File: config.mk
export PLATFORM = sky130hd
export DESIGN_NAME = seg7_scan_driver
export DESIGN_NICKNAME = d
export VERILOG_FILES = /design/src/rtl/seg7_pkg.sv /design/src/rtl/seg7_hex_decode.sv /design/src/rtl/seg7_scan_driver.sv
export SDC_FILE = /design/constraint.sdc
export NUM_CORES = 1
export LEC_CHECK = 0
export CAP_MARGIN = 30
export CORE_MARGIN = 2
export CORE_UTILIZATION = 45
export CTS_BUF_LIST = sky130_fd_sc_hd__clkbuf_8 sky130_fd_sc_hd__clkbuf_16
export DETAILED_ROUTE_END_ITERATION = 12
export PLACE_DENSITY = 0.66
export SYNTH_ARGS = -nofsm -noshare
export SYNTH_HDL_FRONTEND = slang
export SYNTH_SLANG_ARGS = --single-unit
File: constraint.sdc
create_clock -name clk -period 2.6 [get_ports clk]
set_input_delay 0.52 -clock clk [delete_from_list [all_inputs] [get_ports clk]]
set_output_delay 0.52 -clock clk [all_outputs]
set_load 0.02 [all_outputs]
File: src/rtl/seg7_pkg.sv
// Shared constants and helpers for the seven-segment scan driver.
package seg7_pkg;

  localparam int unsigned SEG_W = 8;

  // Active-high "all segments dark" pattern, before pin polarity is applied.
  localparam logic [SEG_W-1:0] SEG_OFF = 8'h00;

  // Glyphs for hex digits 0..F; bit6..0 = a..g, active-high.
  localparam logic [6:0] SEG_TABLE [16] = '{
    7'h7E, 7'h30, 7'h6D, 7'h79, 7'h33, 7'h5B, 7'h5F, 7'h70,
    7'h7F, 7'h7B, 7'h77, 7'h1F, 7'h4E, 7'h3D, 7'h4F, 7'h47
  };

  // Map an active-high segment pattern onto the pin polarity.
  function automatic logic [SEG_W-1:0] apply_pol(input logic [SEG_W-1:0] seg,
                                                 input logic active_low);
    return active_low ? ~seg : seg;
  endfunction

endpackage

File: src/rtl/seg7_hex_decode.sv
// Nibble plus decimal point to active-high segment pattern.
module seg7_hex_decode
  import seg7_pkg::*;
(
  input  logic [3:0]       nibble,
  input  logic             dp,
  output logic [SEG_W-1:0] seg_c
);

  // Table lookup with the decimal point on bit7.
  assign seg_c = {dp, SEG_TABLE[nibble]};

endmodule

File: src/rtl/seg7_scan_driver.sv
// Time-multiplexed N-digit seven-segment driver with frame-synchronous value
// update, per-slot dead time and optional leading-zero blanking.
module seg7_scan_driver
  import seg7_pkg::*;
#(
  parameter int unsigned DIGITS         = 4,
  parameter int unsigned REFRESH_DIV    = 50000,
  parameter int unsigned SEG_ACTIVE_LOW = 0,
  parameter int unsigned DIG_ACTIVE_LOW = 1,
  parameter int unsigned BLANK_LEADING  = 1
) (
  input  logic                  clk,
  input  logic                  rst_n,
  input  logic [4*DIGITS-1:0]   in_value,
  input  logic [DIGITS-1:0]     in_dp,
  input  logic                  in_load,
  output logic [SEG_W-1:0]      out_seg,
  output logic [DIGITS-1:0]     out_dig,
  output logic                  out_frame
);

  localparam int unsigned VAL_W = 4 * DIGITS;
  localparam int unsigned DIV_W = (REFRESH_DIV > 1) ? $clog2(REFRESH_DIV) : 1;
  localparam int unsigned IDX_W = (DIGITS > 1) ? $clog2(DIGITS) : 1;

  localparam logic [DIV_W-1:0] DIV_LAST = DIV_W'(REFRESH_DIV - 1);
  localparam logic [IDX_W-1:0] IDX_LAST = IDX_W'(DIGITS - 1);

  localparam logic SEG_AL   = (SEG_ACTIVE_LOW != 0);
  localparam logic DIG_AL   = (DIG_ACTIVE_LOW != 0);
  localparam logic BLANK_EN = (BLANK_LEADING != 0);

  localparam logic [SEG_W-1:0]  SEG_OFF_PIN = apply_pol(SEG_OFF, SEG_AL);
  localparam logic [DIGITS-1:0] DIG_OFF_PIN = {DIGITS{DIG_AL}};

  logic [DIV_W-1:0]  div_q,        div_nxt;
  logic [IDX_W-1:0]  idx_q,        idx_nxt;
  logic [VAL_W-1:0]  shadow_val_q, shadow_val_nxt;
  logic [DIGITS-1:0] shadow_dp_q,  shadow_dp_nxt;
  logic [VAL_W-1:0]  active_val_q, active_val_nxt;
  logic [DIGITS-1:0] active_dp_q,  active_dp_nxt;
  logic              pending_q,    pending_nxt;
  logic              started_q,    started_nxt;

  logic [SEG_W-1:0]  seg_nxt;
  logic [DIGITS-1:0] dig_nxt;
  logic              frame_nxt;

  logic              div_end;
  logic              frame_end;
  logic              dead;
  logic [DIGITS-1:0] blank_mask;
  logic [DIGITS-1:0] dig_hot;
  logic [3:0]        cur_nib;
  logic              cur_dp;
  logic              cur_blank;
  logic [SEG_W-1:0]  dec_seg_c;
  logic [SEG_W-1:0]  seg_act;

  assign div_end   = (div_q == DIV_LAST);
  assign frame_end = div_end && (idx_q == IDX_LAST);
  assign dead      = (div_q == '0);

  // State register for the scan counters, value buffers and output pins.
  always_ff @(posedge clk or negedge rst_n) begin
    if (!rst_n) begin
      div_q        <= '0;
      idx_q        <= '0;
      shadow_val_q <= '0;
      shadow_dp_q  <= '0;
      active_val_q <= '0;
      active_dp_q  <= '0;
      pending_q    <= 1'b0;
      started_q    <= 1'b0;
      out_seg      <= SEG_OFF_PIN;
      out_dig      <= DIG_OFF_PIN;
      out_frame    <= 1'b0;
    end else begin
      div_q        <= div_nxt;
      idx_q        <= idx_nxt;
      shadow_val_q <= shadow_val_nxt;
      shadow_dp_q  <= shadow_dp_nxt;
      active_val_q <= active_val_nxt;
      active_dp_q  <= active_dp_nxt;
      pending_q    <= pending_nxt;
      started_q    <= started_nxt;
      out_seg      <= seg_nxt;
      out_dig      <= dig_nxt;
      out_frame    <= frame_nxt;
    end
  end

  // Scan advance, shadow capture and frame-boundary commit of the display value.
  always_comb begin
    div_nxt        = div_q + DIV_W'(1);
    idx_nxt        = idx_q;
    shadow_val_nxt = shadow_val_q;
    shadow_dp_nxt  = shadow_dp_q;
    active_val_nxt = active_val_q;
    active_dp_nxt  = active_dp_q;
    pending_nxt    = pending_q;
    started_nxt    = started_q;

    if (div_end) begin
      div_nxt = '0;
      idx_nxt = (idx_q == IDX_LAST) ? '0 : idx_q + IDX_W'(1);
    end

    if (in_load) begin
      shadow_val_nxt = in_value;
      shadow_dp_nxt  = in_dp;
      pending_nxt    = 1'b1;
    end

    // A load landing on the boundary bypasses the shadow so it shows this frame.
    if (frame_end) begin
      pending_nxt = 1'b0;
      started_nxt = 1'b1;
      if (in_load) begin
        active_val_nxt = in_value;
        active_dp_nxt  = in_dp;
      end else if (pending_q) begin
        active_val_nxt = shadow_val_q;
        active_dp_nxt  = shadow_dp_q;
      end
    end
  end

  // Leading-zero mask: blank from the top digit down until a nonzero nibble or dp.
  always_comb begin
    logic keep;
    blank_mask = '0;
    keep       = !BLANK_EN;
    for (int k = int'(DIGITS) - 1; k >= 1; k--) begin
      if (active_val_q[4*k +: 4] != 4'h0 || active_dp_q[k]) begin
        keep = 1'b1;
      end
      blank_mask[k] = !keep;
    end
  end

  // Select the nibble, dp, blank flag and enable line for the current digit.
  always_comb begin
    cur_nib   = '0;
    cur_dp    = 1'b0;
    cur_blank = 1'b0;
    dig_hot   = '0;
    for (int k = 0; k < int'(DIGITS); k++) begin
      if (idx_q == IDX_W'(k)) begin
        cur_nib    = active_val_q[4*k +: 4];
        cur_dp     = active_dp_q[k];
        cur_blank  = blank_mask[k];
        dig_hot[k] = 1'b1;
      end
    end
  end

  seg7_hex_decode u_decode (
    .nibble (cur_nib),
    .dp     (cur_dp),
    .seg_c  (dec_seg_c)
  );

  // Pin values for the next cycle: dark during the dead slot cycle or when blanked.
  always_comb begin
    seg_act   = (dead || cur_blank) ? SEG_OFF : dec_seg_c;
    seg_nxt   = apply_pol(seg_act, SEG_AL);
    dig_nxt   = dead ? DIG_OFF_PIN : (DIG_AL ? ~dig_hot : dig_hot);
    frame_nxt = started_q && dead && (idx_q == '0);
  end

endmodule

==> out/metrics.cfg, run 1 <==
[timing]
period_share=0.922
finalMaxSlewViolations=0
layout_min_cycle_time_ps=2400
setup_viol=0
hold_viol_final=0
fmax_ghz=0.417
slew_headroom=0.621
clock-skew-final_ps=15.1
fin_tns_setup_ps=0
rsz0062_at_grt=false
setup_slack_ps=203
worst_pin_slew_ps=568

[placement]
finalWeightedCongestion=0.895
place_area_sq_um=3890
dp_hpwl_um=4350
dp_slack_ps=243
port_buffers=35

[layout]
fin_nets=351
num_antenna_cells=0
area_growth_pct=18.2
drive_gt1_frac=0.235
stdcell_area_sq_um=4060

[detailed_routing]
drt_first_iter_violations=88
wirelength_um=5970
drt_first_pass_iters=4
via_per_inst=5.16
post_drt_wl_per_cell_um=14.2
dr_total_vias=2178
antenna_left=0
drc_errors=0

[global_route]
first_global_vias=2209
grt_pass1_wl_um=10800
antenna_found_initial=0
grtUsageTotal=0.162
overflow=0
grt_start_max_net_pins=28

[floorplanning]
ios=36
rows=31
start_util=0.468
die-area_sq_um=8340
die_h_um=91.3
die_w_um=91.3
coreArea_sq_um=7330

[yosys]
synth.avg_cell_area_sq_um=12.5
syn_area_sq_um=3430
ys_ff_latch=73
ys_types=49
syn-num-nets=307
synth_cells=275
synth-edff-count=0
ys.flop_type=dfrtp_1
async_flop_share=1.00
synth_top_area_share=0.503
synthTopCellsByArea=dfrtp_1 50%, mux2_4 7.9%, mux2_2 6.9%
yosys_warnings=0
yosysTopAreaCell=dfrtp_1
ys_seq_area_frac=0.534

[clock_network]
cts_tree=yes
clockBufferDepth=2
cts_hold_buf=0
path_clk_slew_ps=80
cts_num_sinks=73
postCtsSetupBuffers=0
cts_htree_levels=3
cts.repair.resized=0
numCtsBuffers=9
insertion_delay_ps=340
clock-root-buffer=clkbuf_8

[critical_path]
critPathSlowestCell=o311ai_4
crit_path_frequent_cell=ha_1
path_cells=inv_1, ha_1, inv_2, o311ai_4, inv_4, ha_1, nand2_1, o31ai_1, a2111oi_2
start_kind=flip-flop
crit_required_ps=2820
cp-end-kind=flip-flop
critPathMaxFanout=9
crit_arrival_ps=2620
worstSetupPathType=flip-flop to flip-flop
max_stage_delay_ps=470

[power]
cellLeakagePower_nw=1.89
peakVddDrop_v=0.000372
power.density_nw_per_um2=500

[min_path]
hp-class=input port to asynchronous set/reset pin

[flow_run]
maxCapViolCount=0

[status]
status=complete, no violations

-- power by group --
group	internal [mW]	total, mW	switching, mW
combinational	0.0598	0.107	0.0469
clock	0.357	0.748	0.391
sequential	1.17	1.17	0.00724
-- logic make-up (layout without fill, tap and decap cells) --
kind of cell    Yosys count  count (layout)  share of synthesized area
flops                    73              73                      0.534
compound gates           34              34                     0.0865
xor+xnor                 13              13                     0.0332
simple gates             88              88                      0.137
fa+ha+maj                 9               9                     0.0328
mux                      40              40                      0.151
buf+inv                  18              66                     0.0255
-- layout by cell type (no fill, tap or decap), types with 3 or more instances in the layout --
| cell type | n |
|---|---|
| dfrtp_1 | 69 |
| clkdlybuf4s50_1 | 34 |
| nand2_1 | 26 |
| nor2_1 | 21 |
| mux2_2 | 21 |
| mux2_4 | 18 |
| inv_1 | 10 |
| clkbuf_8 | 10 |
| ha_1 | 9 |
| xor2_1 | 8 |
| o21ai_0 | 8 |
| nand3_1 | 6 |
| nand2b_1 | 6 |
| a21oi_1 | 6 |
| nor3_1 | 5 |
| xnor2_1 | 5 |
| buf_4 | 5 |
| nand4_1 | 4 |
| o211ai_1 | 4 |
| dfstp_2 | 4 |
| and3_1 | 3 |
-- final cells by class --
type	instances	area (sq um)
fill	631	3280
multi-input combinational	184	1510
clock inverter	5	25.0
clock buffer	10	138
tap	99	124
sequential	73	1830
timing repair buffer	40	383
inverter	11	43.8
-- stage by stage --
stage,hold WS [ps],utilization,power (mW),instances
2_1_floorplan,224,-,1.24,275
3_3_place_gp,446,0.531,1.30,407
3_5_place_dp,445,0.531,1.31,407
4_1_cts,184,0.553,2.06,422
5_1_grt,212,0.553,2.12,422
6_report,161,0.553,2.03,422
-- critical path, delay by kind of cell, from the launching register on --
family | cells | cell delay, ps
and+or+nand+nor | 1 | 60
AOI/OAI and AO/OA | 3 | 900
DFF | 1 | 410
buffers and inverters | 3 | 310
adders and majority gates | 2 | 600
-- Yosys cell counts (all sizes together) (5+ instances only) --
cell and count:
dfrtp 69, mux2 39, nand2 27, nor2 22
inv 11, ha 9, o21ai 8, xor2 8
nand2b 7, a21oi 6, nand3 6, nor3 6
xnor2 5
-- final timing paths --
kind	slack, ps	startpoint	endpoint	cells after the start
max	200	idx_q[0]	out_seg[3]	9
min	160	rst_n	div_q[4]	1
max reg2reg	200	idx_q[0]	out_seg[3]	9
min reg2reg	460	started_q	started_q	1
max in group asynchronous	1670	rst_n	shadow_val_q[15]	2
min in group clk	460	started_q	started_q	1
-- flip-flops by register name, indices dropped and copies added, names as in the netlist --
register and count:
active_dp_q 4, active_val_q 16, div_q 16, idx_q 2, out_dig 4, out_frame 1
out_seg 8, pending_q 1, shadow_dp_q 4, shadow_val_q 16, started_q 1
-- routing by layer --
layer / vias to the layer above / global-route usage / wire, um
met5: - / 0 / 0
met4: 0 / 0.0581 / 87
met3: 8 / 0.0423 / 258
met2: 56 / 0.237 / 2650
met1: 1060 / 0.234 / 2980
li1: 1054 / - / -
No activity file was read; power rests on OpenSTA's default activity.
==> run 2, diff against run 1 <==
--- a/config.mk
+++ b/config.mk
@@ -11,4 +11,5 @@
 export CTS_BUF_LIST = sky130_fd_sc_hd__clkbuf_8 sky130_fd_sc_hd__clkbuf_16
 export DETAILED_ROUTE_END_ITERATION = 12
+export MAX_ROUTING_LAYER = met4
 export PLACE_DENSITY = 0.66
 export SYNTH_ARGS = -nofsm -noshare
==> constraint.sdc (replaced) <==
create_clock -name clk -period 2.6 [get_ports clk]
set_input_delay 0.52 -clock clk [delete_from_list [all_inputs] [get_ports clk]]
set_output_delay 0.52 -clock clk [all_outputs]
set_load 0.05 [all_outputs]
==> run 2 against run 1 <==
Compared with the run above:
- routed wire length fell by 0.27%
- cell count rose by 0.24%
- cell area rose by 1.9%
- worst hold slack improved by 18 ps
- largest cell class unchanged
==> out/metrics.cfg, run 2 (synthesized netlist as in run 1, its figures left out) <==
[timing]
period_share=0.900  ; -0.0214
hold_viol_final=0  ; unchanged
finalMaxSlewViolations=0  ; unchanged
rsz0062_at_grt=false
fmax_ghz=0.427  ; +2.4%
setup_viol=0  ; unchanged
slew_headroom=0.588  ; -0.0336
hold_ws_ps=179  ; +17.9 ps
fin_tns_setup_ps=0  ; unchanged
clock-skew-final_ps=8.85  ; -6.22 ps
worst_pin_slew_ps=618  ; +50.5 ps
layout_min_cycle_time_ps=2340  ; -55.6 ps
setup_slack_ps=259  ; +55.6 ps

[clock_network]
cts_htree_levels=3  ; unchanged
insertion_delay_ps=340  ; about the same
cts.repair.resized=0  ; unchanged
cts_num_sinks=73  ; unchanged
clock-root-buffer=clkbuf_8
cts_hold_buf=0  ; unchanged
cts_tree=yes
clockBufferDepth=2  ; unchanged
path_clk_slew_ps=80  ; about the same
numCtsBuffers=9  ; unchanged

[min_path]
hp-class=input port to asynchronous set/reset pin

[critical_path]
start_kind=flip-flop
crit_required_ps=2810  ; about the same
critPathMaxFanout=8  ; -1
cp-end-kind=flip-flop
worstSetupPathType=flip-flop to flip-flop
crit_arrival_ps=2550  ; -70 ps

[floorplanning]
die_h_um=91.3  ; unchanged
ios=36  ; unchanged
die-area_sq_um=8340  ; unchanged
start_util=0.468  ; unchanged
die_w_um=91.3  ; unchanged
coreArea_sq_um=7330  ; unchanged
rows=31  ; unchanged

[placement]
port_buffers=35  ; unchanged
dp_hpwl_um=4280  ; -1.6%
finalWeightedCongestion=0.884  ; -1.3%
place_inst=406  ; -0.25%
dp_slack_ps=280  ; +36.7 ps

[layout]
area_growth_pct=20.5
num_antenna_cells=0  ; unchanged
fin_cells=423  ; +0.24%
nFillCells=607  ; -3.8%
top_regs=active_val_q x16, div_q x16, shadow_val_q x16
fin_nets=351  ; unchanged
ff_latch_area_sq_um=1830  ; unchanged
drive_gt1_frac=0.244  ; +0.00853
final_cell_mix=69 x dfrtp_1, 34 x clkdlybuf4s50_1, 26 x nand2_1
multi_input_area_sq_um=1510  ; unchanged
final_common_cell=dfrtp_1

[global_route]
met1_usage=0.225  ; -0.00872
busiest_layer=met2
grt_start_max_net_pins=48  ; +71%
grt_pass1_wl_um=10500  ; -2.4%
first_global_vias=2129  ; -3.6%
overflow=0  ; unchanged
use_met3=0.0448  ; +0.00249
antenna_found_initial=0  ; unchanged
gr-usage-met2=0.235  ; -0.00247
grtUsageTotal=0.165  ; +0.00253

[detailed_routing]
drc_errors=0  ; unchanged
drt_first_pass_iters=4  ; unchanged
post_drt_wl_per_cell_um=14.1  ; -0.50%
wirelength_um=5960  ; -0.27%
via_per_inst=5.13  ; -0.69%
drt_first_iter_violations=129  ; +47%
antenna_left=0  ; unchanged
dr_total_vias=2168  ; -0.46%

[status]
status=complete, no violations

[power]
peakVddDrop_v=0.000413  ; +11%
cellLeakagePower_nw=1.92  ; +1.4%
finalPower_mw=2.27  ; +12%
power.density_nw_per_um2=549  ; +9.8%

[flow_run]
maxCapViolCount=0  ; unchanged

[run 2: cell count changes in the layout (fill, tap and decap cells not counted)]
cell | previous run | this run
inv_6 | 0 | 1
bufinv_16 | 0 | 2
clkinv_2 | 2 | 1
inv_1 | 10 | 8
buf_12 | 0 | 1
buf_4 | 5 | 4
clkinv_4 | 0 | 1
[run 2: layout make-up]
class / count / share of cell area
inverter: 11 / 0.0106
multi-input combinational: 184 / 0.365
clock inverter: 6 / 0.0218
sequential: 73 / 0.443
tap: 99 / 0.0300
clock buffer: 10 / 0.0333
timing repair buffer: 40 / 0.0957
[run 2: worst paths after layout]
kind,from,endpoint,slack (ps),cells after the start
setup reg to reg,idx_q[0],out_seg[3],260,9
max in group asynchronous,rst_n,active_val_q[1],1770,2
hold reg to reg,started_q,started_q,460,1
hold / removal,rst_n,div_q[5],180,1
setup / recovery,idx_q[0],out_seg[3],260,9
min in group clk,started_q,started_q,460,1
[run 2: layer usage]
| layer | vias to the layer above | part of all wire |
|---|---|---|
| li1 | 1060 | - |
| met1 | 1054 | 0.49 |
| met2 | 45 | 0.45 |
| met3 | 9 | 0.039 |
| met4 | 0 | 0.015 |
| met5 | - | 0 |
[run 2: repair_timing]
action	in CTS	in global routing
hold endpoints to repair	0	0
endpoints found under the setup margin	0	1
buffers inserted	0	1
[run 2: through the flow]
step	area, sq um	utilization
after floorplan	3430	-
after global placement	3900	0.532
after CTS	4130	0.563
after detailed placement	3900	0.532
after global routing	4130	0.564
final	4130	0.564
[run 2: critical path, stage by stage, from the launching register on]
cell,delay [ps]
dfrtp_1,400
inv_1,120
ha_1,360
nor2_2,130
o211ai_1,140
o211a_1,340
inv_2,110
ha_1,200
o31ai_1,290
a2111oi_2,110
[run 2: power breakdown]
| group | leakage (nW) | switching [mW] | internal, mW |
|---|---|---|---|
| sequential | 0.904 | 0.00715 | 1.17 |
| clock | 0.113 | 0.419 | 0.569 |
| combinational | 0.903 | 0.0473 | 0.0609 |
==> run 3, diff against run 2 <==
--- a/config.mk
+++ b/config.mk
@@ -6,11 +6,12 @@
 export NUM_CORES = 1
 export LEC_CHECK = 0
+export ABC_CLOCK_PERIOD_IN_PS = 2600
 export CAP_MARGIN = 30
 export CORE_MARGIN = 2
-export CORE_UTILIZATION = 45
+export CORE_UTILIZATION = 55
 export CTS_BUF_LIST = sky130_fd_sc_hd__clkbuf_8 sky130_fd_sc_hd__clkbuf_16
 export DETAILED_ROUTE_END_ITERATION = 12
 export MAX_ROUTING_LAYER = met4
-export PLACE_DENSITY = 0.66
+export PLACE_DENSITY = 0.78
 export SYNTH_ARGS = -nofsm -noshare
 export SYNTH_HDL_FRONTEND = slang
==> constraint.sdc (replaced) <==
create_clock -name clk -period 2.6 [get_ports clk]
set_input_delay 0.65 -clock clk [delete_from_list [all_inputs] [get_ports clk]]
set_output_delay 0.65 -clock clk [all_outputs]
set_load 0.05 [all_outputs]
==> run 3 against run 2 <==
Compared with the run above:
- cell count fell by 5.9%
- routed wire length fell by 0.60%
- via count rose by 0.69%
- clock-buffer cell count did not move
- non-clock buffer count fell by 1
- fmax fell by 2.4%
- combinational power barely moved
- sequential power barely moved
- highest routed layer unchanged
==> out/metrics.cfg, run 3 (synthesized netlist as in run 1, its figures left out) <==
[status]
status=complete, no violations

[timing]
setup_slack_ps=201  ; -58.3 ps
clock-skew-final_ps=11.1  ; +2.24 ps
layout_min_cycle_time_ps=2400  ; +58.3 ps
fmax_ghz=0.417  ; -2.4%
period_share=0.923  ; +0.0224
fin_tns_setup_ps=0  ; unchanged
slew_headroom=0.574  ; -0.0134
rsz0062_at_grt=false
hold_viol_final=0  ; unchanged
finalMaxSlewViolations=0  ; unchanged
setup_viol=0  ; unchanged
worst_pin_slew_ps=638  ; +20.1 ps

[clock_network]
clockBufferDepth=2  ; unchanged
postCtsSetupBuffers=0  ; unchanged
cts.repair.resized=0  ; unchanged
insertion_delay_ps=340  ; about the same
cts_tree=yes
numCtsBuffers=9  ; unchanged
clock-root-buffer=clkbuf_8
cts_num_sinks=73  ; unchanged
path_clk_slew_ps=80  ; about the same
cts_hold_buf=0  ; unchanged
cts_htree_levels=3  ; unchanged

[floorplanning]
rows=28  ; -9.7%
coreArea_sq_um=5990  ; -18%
die_h_um=83.0  ; -9.1%
die_w_um=83.0  ; -9.1%
ios=36  ; unchanged
start_util=0.572  ; +0.105
die-area_sq_um=6880  ; -17%

[global_route]
grt_pass1_wl_um=10100  ; -4.1%
antenna_found_initial=0  ; unchanged
grt_start_max_net_pins=47  ; -2.1%
first_global_vias=2132  ; +0.14%
overflow=0  ; unchanged
grtUsageTotal=0.189  ; +0.0240

[layout]
drive_gt1_frac=0.238  ; -0.00544
final_common_cell=dfrtp_1
fin_nets=350  ; -0.28%
num_antenna_cells=0  ; unchanged
area_growth_pct=19.9
top_regs=active_val_q x16, div_q x16, shadow_val_q x16
nFillCells=417  ; -31%
final_cell_mix=69 x dfrtp_1, 34 x clkdlybuf4s50_1, 26 x nand2_1

[power]
peakVddDrop_v=0.000332  ; -20%
cellLeakagePower_nw=1.93  ; +0.35%
power.density_nw_per_um2=570  ; +3.8%

[critical_path]
r2r_slack_ps=200  ; -60 ps
start_kind=flip-flop
crit_arrival_ps=2610  ; +60 ps
critical_path_buf_inv_count=3  ; +1
crit_required_ps=2810  ; about the same
cp-end-kind=flip-flop
worstSetupPathType=flip-flop to flip-flop
timing.rr.start=idx_q[0]
regToRegEndpoint=out_seg[1]
critPathSlowestCell=o311ai_4
max_stage_delay_ps=480  ; +80 ps
path_cells=inv_1, ha_1, inv_2, o311ai_4, inv_4, ha_1, nand2_1, o21ai_0, a221oi_1
reg2reg_depth=9  ; unchanged
crit_family=compound AO/OA/AOI/OAI gates
critPathMaxFanout=9  ; +1
crit_path_frequent_cell=ha_1

[detailed_routing]
drt_first_iter_violations=100  ; -22%
drt_first_pass_iters=4  ; unchanged
via_per_inst=5.48  ; +7.0%
dr_total_vias=2183  ; +0.69%
post_drt_wl_per_cell_um=14.9  ; +5.6%
drc_errors=0  ; unchanged
antenna_left=0  ; unchanged
wirelength_um=5920  ; -0.60%

[placement]
finalWeightedCongestion=0.840  ; -5.0%
dp_slack_ps=231  ; -48.1 ps
port_buffers=35  ; unchanged
dp_hpwl_um=4230  ; -1.3%

[flow_run]
maxCapViolCount=0  ; unchanged

[min_path]
hp-class=input port to asynchronous set/reset pin

-- run 3: area by class of cell --
| cell class | count | area (sq um) | area share |
|---|---|---|---|
| Clock inverter | 6 | 106 | 0.0259 |
| Inverter | 11 | 43.8 | 0.0107 |
| Tap cell | 75 | 93.8 | 0.0228 |
| Multi-Input combinational cell | 184 | 1510 | 0.367 |
| Sequential cell | 73 | 1830 | 0.446 |
| Clock buffer | 10 | 138 | 0.0335 |
| Timing Repair Buffer | 39 | 388 | 0.0943 |
-- run 3: where the power goes --
group	internal, mW	switching (mW)	leakage [nW]
sequential	1.17	0.00783	0.904
clock	0.659	0.402	0.124
combinational	0.0609	0.0474	0.899
-- run 3: routing by layer --
metal | global-route usage | wire (um)
met5 | - | 0
met4 | 0.0939 | 121
met3 | 0.0308 | 172
met2 | 0.282 | 2800
met1 | 0.252 | 2830
-- run 3: per-stage QoR --
stage	instances	util	cell area [sq um]	hold slack (ps)	total power [mW]
2_1_floorplan	275	-	3430	354	1.24
3_3_place_gp	382	0.646	3870	439	1.30
3_5_place_dp	382	0.646	3870	444	1.31
4_1_cts	398	0.686	4110	343	2.37
5_1_grt	398	0.686	4110	375	2.42
6_report	398	0.686	4110	332	2.34
-- run 3: worst max-delay path by stage --
stage,from,to,slack [ps],cells after the start
finish,idx_q[0],out_seg[1],200,9
global route,idx_q[0],out_seg[1],40,10
CTS,idx_q[0],out_seg[3],200,9
detailed placement,idx_q[0],out_seg[3],230,10
global placement,idx_q[0],out_seg[3],350,9
floorplan,idx_q[0],out_seg[3],480,9
-- run 3: worst register-to-register path, cell delays in order (launching register included) --
cell and delay (ps):
dfrtp_1 410, inv_1 130, ha_1 350, inv_2 80, o311ai_4 480, inv_4 110
ha_1 240, nand2_1 60, o21ai_0 80, a221oi_1 340
==> patch: new RTL, flow settings as in run 3 <==
Change the parameter `DIGITS` from 4 to 8.
--- a/src/rtl/seg7_scan_driver.sv
+++ b/src/rtl/seg7_scan_driver.sv
@@ -3,7 +3,7 @@
 module seg7_scan_driver
   import seg7_pkg::*;
 #(
-  parameter int unsigned DIGITS         = 4,
+  parameter int unsigned DIGITS         = 8,
   parameter int unsigned REFRESH_DIV    = 50000,
   parameter int unsigned SEG_ACTIVE_LOW = 0,
   parameter int unsigned DIG_ACTIVE_LOW = 1,
Interface: changed (resized in_dp, in_value and out_dig); port bits go from 36 to 60. No check against the original RTL was run, so the function may have changed too.
==> patch against run 3 <==
Total power is 85% higher. Sequential cell count is 45 higher. Area after synthesis is 59% higher. Critical endpoint is now out_seg[3]. Synthesized cell count is 57% higher. First-iteration DRC count is 79% higher. Largest cell class unchanged. Routed wire length is 95% higher. Sequential power is 64% higher. Worst setup slack worse by 0.12 ns. Design area is 69% higher.
==> patch: results (changes against run 3) <==
| Metric | Value |
|---|---|
| Run status | finished, final reports clean |
| Pwr/cell area | 623.6 nW/um^2 (+9.5%) |
| Synth unique cells | 47 (-4.1%) |
| Max incr delay on CP | 0.44 ns (-0.04 ns) |
| Worst rel slew slack | 0.6012 (+0.02673) |
| Clk slew on worst S/H paths | 0.06 ns (-0.02 ns) |
| Cell depth of the worst flop-to-flop path | 11 (+2) |
| Area after DPL | 6299 um^2 (+63%) |
| DR iter-0 viols | 179 (+79%) |
| Detail Placement HPWL | 7.944 mm (+88%) |
| Crit path capture | out_seg[3] |
| H-tree lvl count | 4 (+1) |
| Fraction of synthesized area in multiplexers | 0.2023 (+0.05162) |
| Worst Path Arrival | 2.94 ns (+0.33 ns) |
| Post-synthesis xor/xnor area fraction | 0.02250 (-0.01070) |
| Seq/Total Area, Yosys | 0.5437 (+0.009631) |
| Placed insts | 629 (+65%) |
| Total GRT Usage | 0.2404 (+0.05170) |
| GR Util met3 | 0.06293 (+0.03212) |
| Comb pwr | 0.209 mW (+94%) |
| Vias in the first global route | 3,937 (+85%) |
| Met1 Resource Use GR | 0.3018 (+0.05012) |
| Top post-synthesis cells by area | dfrtp_1 51%, mux2_4 11%, mux2_2 8.5%, dfstp_2 3.9%, ha_1 3.0% |
| Maximum vdd drop | 0.4553 mV (+37%) |
| Worst hold slack | 0.05696 ns (-0.2748 ns) |
| Input/output buffers | 59 (+69%) |
| Global placer's final weighted congestion | 0.8872 (+5.6%) |
| Cell Count, Final, Fillers Out | 664 (+67%) |
| First-pass GRT wire length | 19.70 mm (+95%) |
| Nets | 574 (+64%) |
| Largest regs | active_val_q: 32 flops, shadow_val_q: 32 flops, div_q: 16 flops |
| Leakage | 3.244 nW (+68%) |
| Worst-Skew Late Latency | 0.53 ns (+0.19 ns) |
| Crit-path slowest cell | dfrtp_2 |
| Sw power | 0.9618 mW (+110%) |
| Vias/cell | 5.494 (+0.17%) |
| Final min period | 2.521 ns (+0.1212 ns) |
| Compound-Gate Fraction of Synth Area | 0.07210 (-0.01436) |
| CP max FO | 4 (-5) |
| Largest net degree at the start of global routing | 52 (+11%) |
-- patch: changes by cell type in the layout (fill, tap and decap cells not counted), moves of 6 or more --
cell / run 3 / this run
dfrtp_1: 69 / 109
buf_4: 3 / 28
clkdlybuf4s50_1: 34 / 57
mux2_4: 18 / 40
mux2_2: 21 / 41
clkbuf_16: 0 / 16
clkbuf_8: 10 / 1
nor2_1: 21 / 29
inv_1: 9 / 16
a21oi_1: 6 / 12
-- patch: cell type report --
cell class                 count  area, um^2
clock buffer                  17       414.1
clock inverter                15       157.7
multi-input combinational    274        2367
inverter                      18       67.56
tap                          133       166.4
timing repair buffer          89       828.3
sequential                   118        2964
fill                         665        2719
-- patch: routing by layer --
metal	part of all wire	vias to the layer above
li1	-	1712
met1	0.45	1830
met2	0.49	83
met3	0.040	23
met4	0.020	0
met5	0	-
-- patch: what timing repair did --
item,in CTS,in global routing
buffers inserted,0,3
gates resized for setup,0,23
setup endpoints to repair,0,8
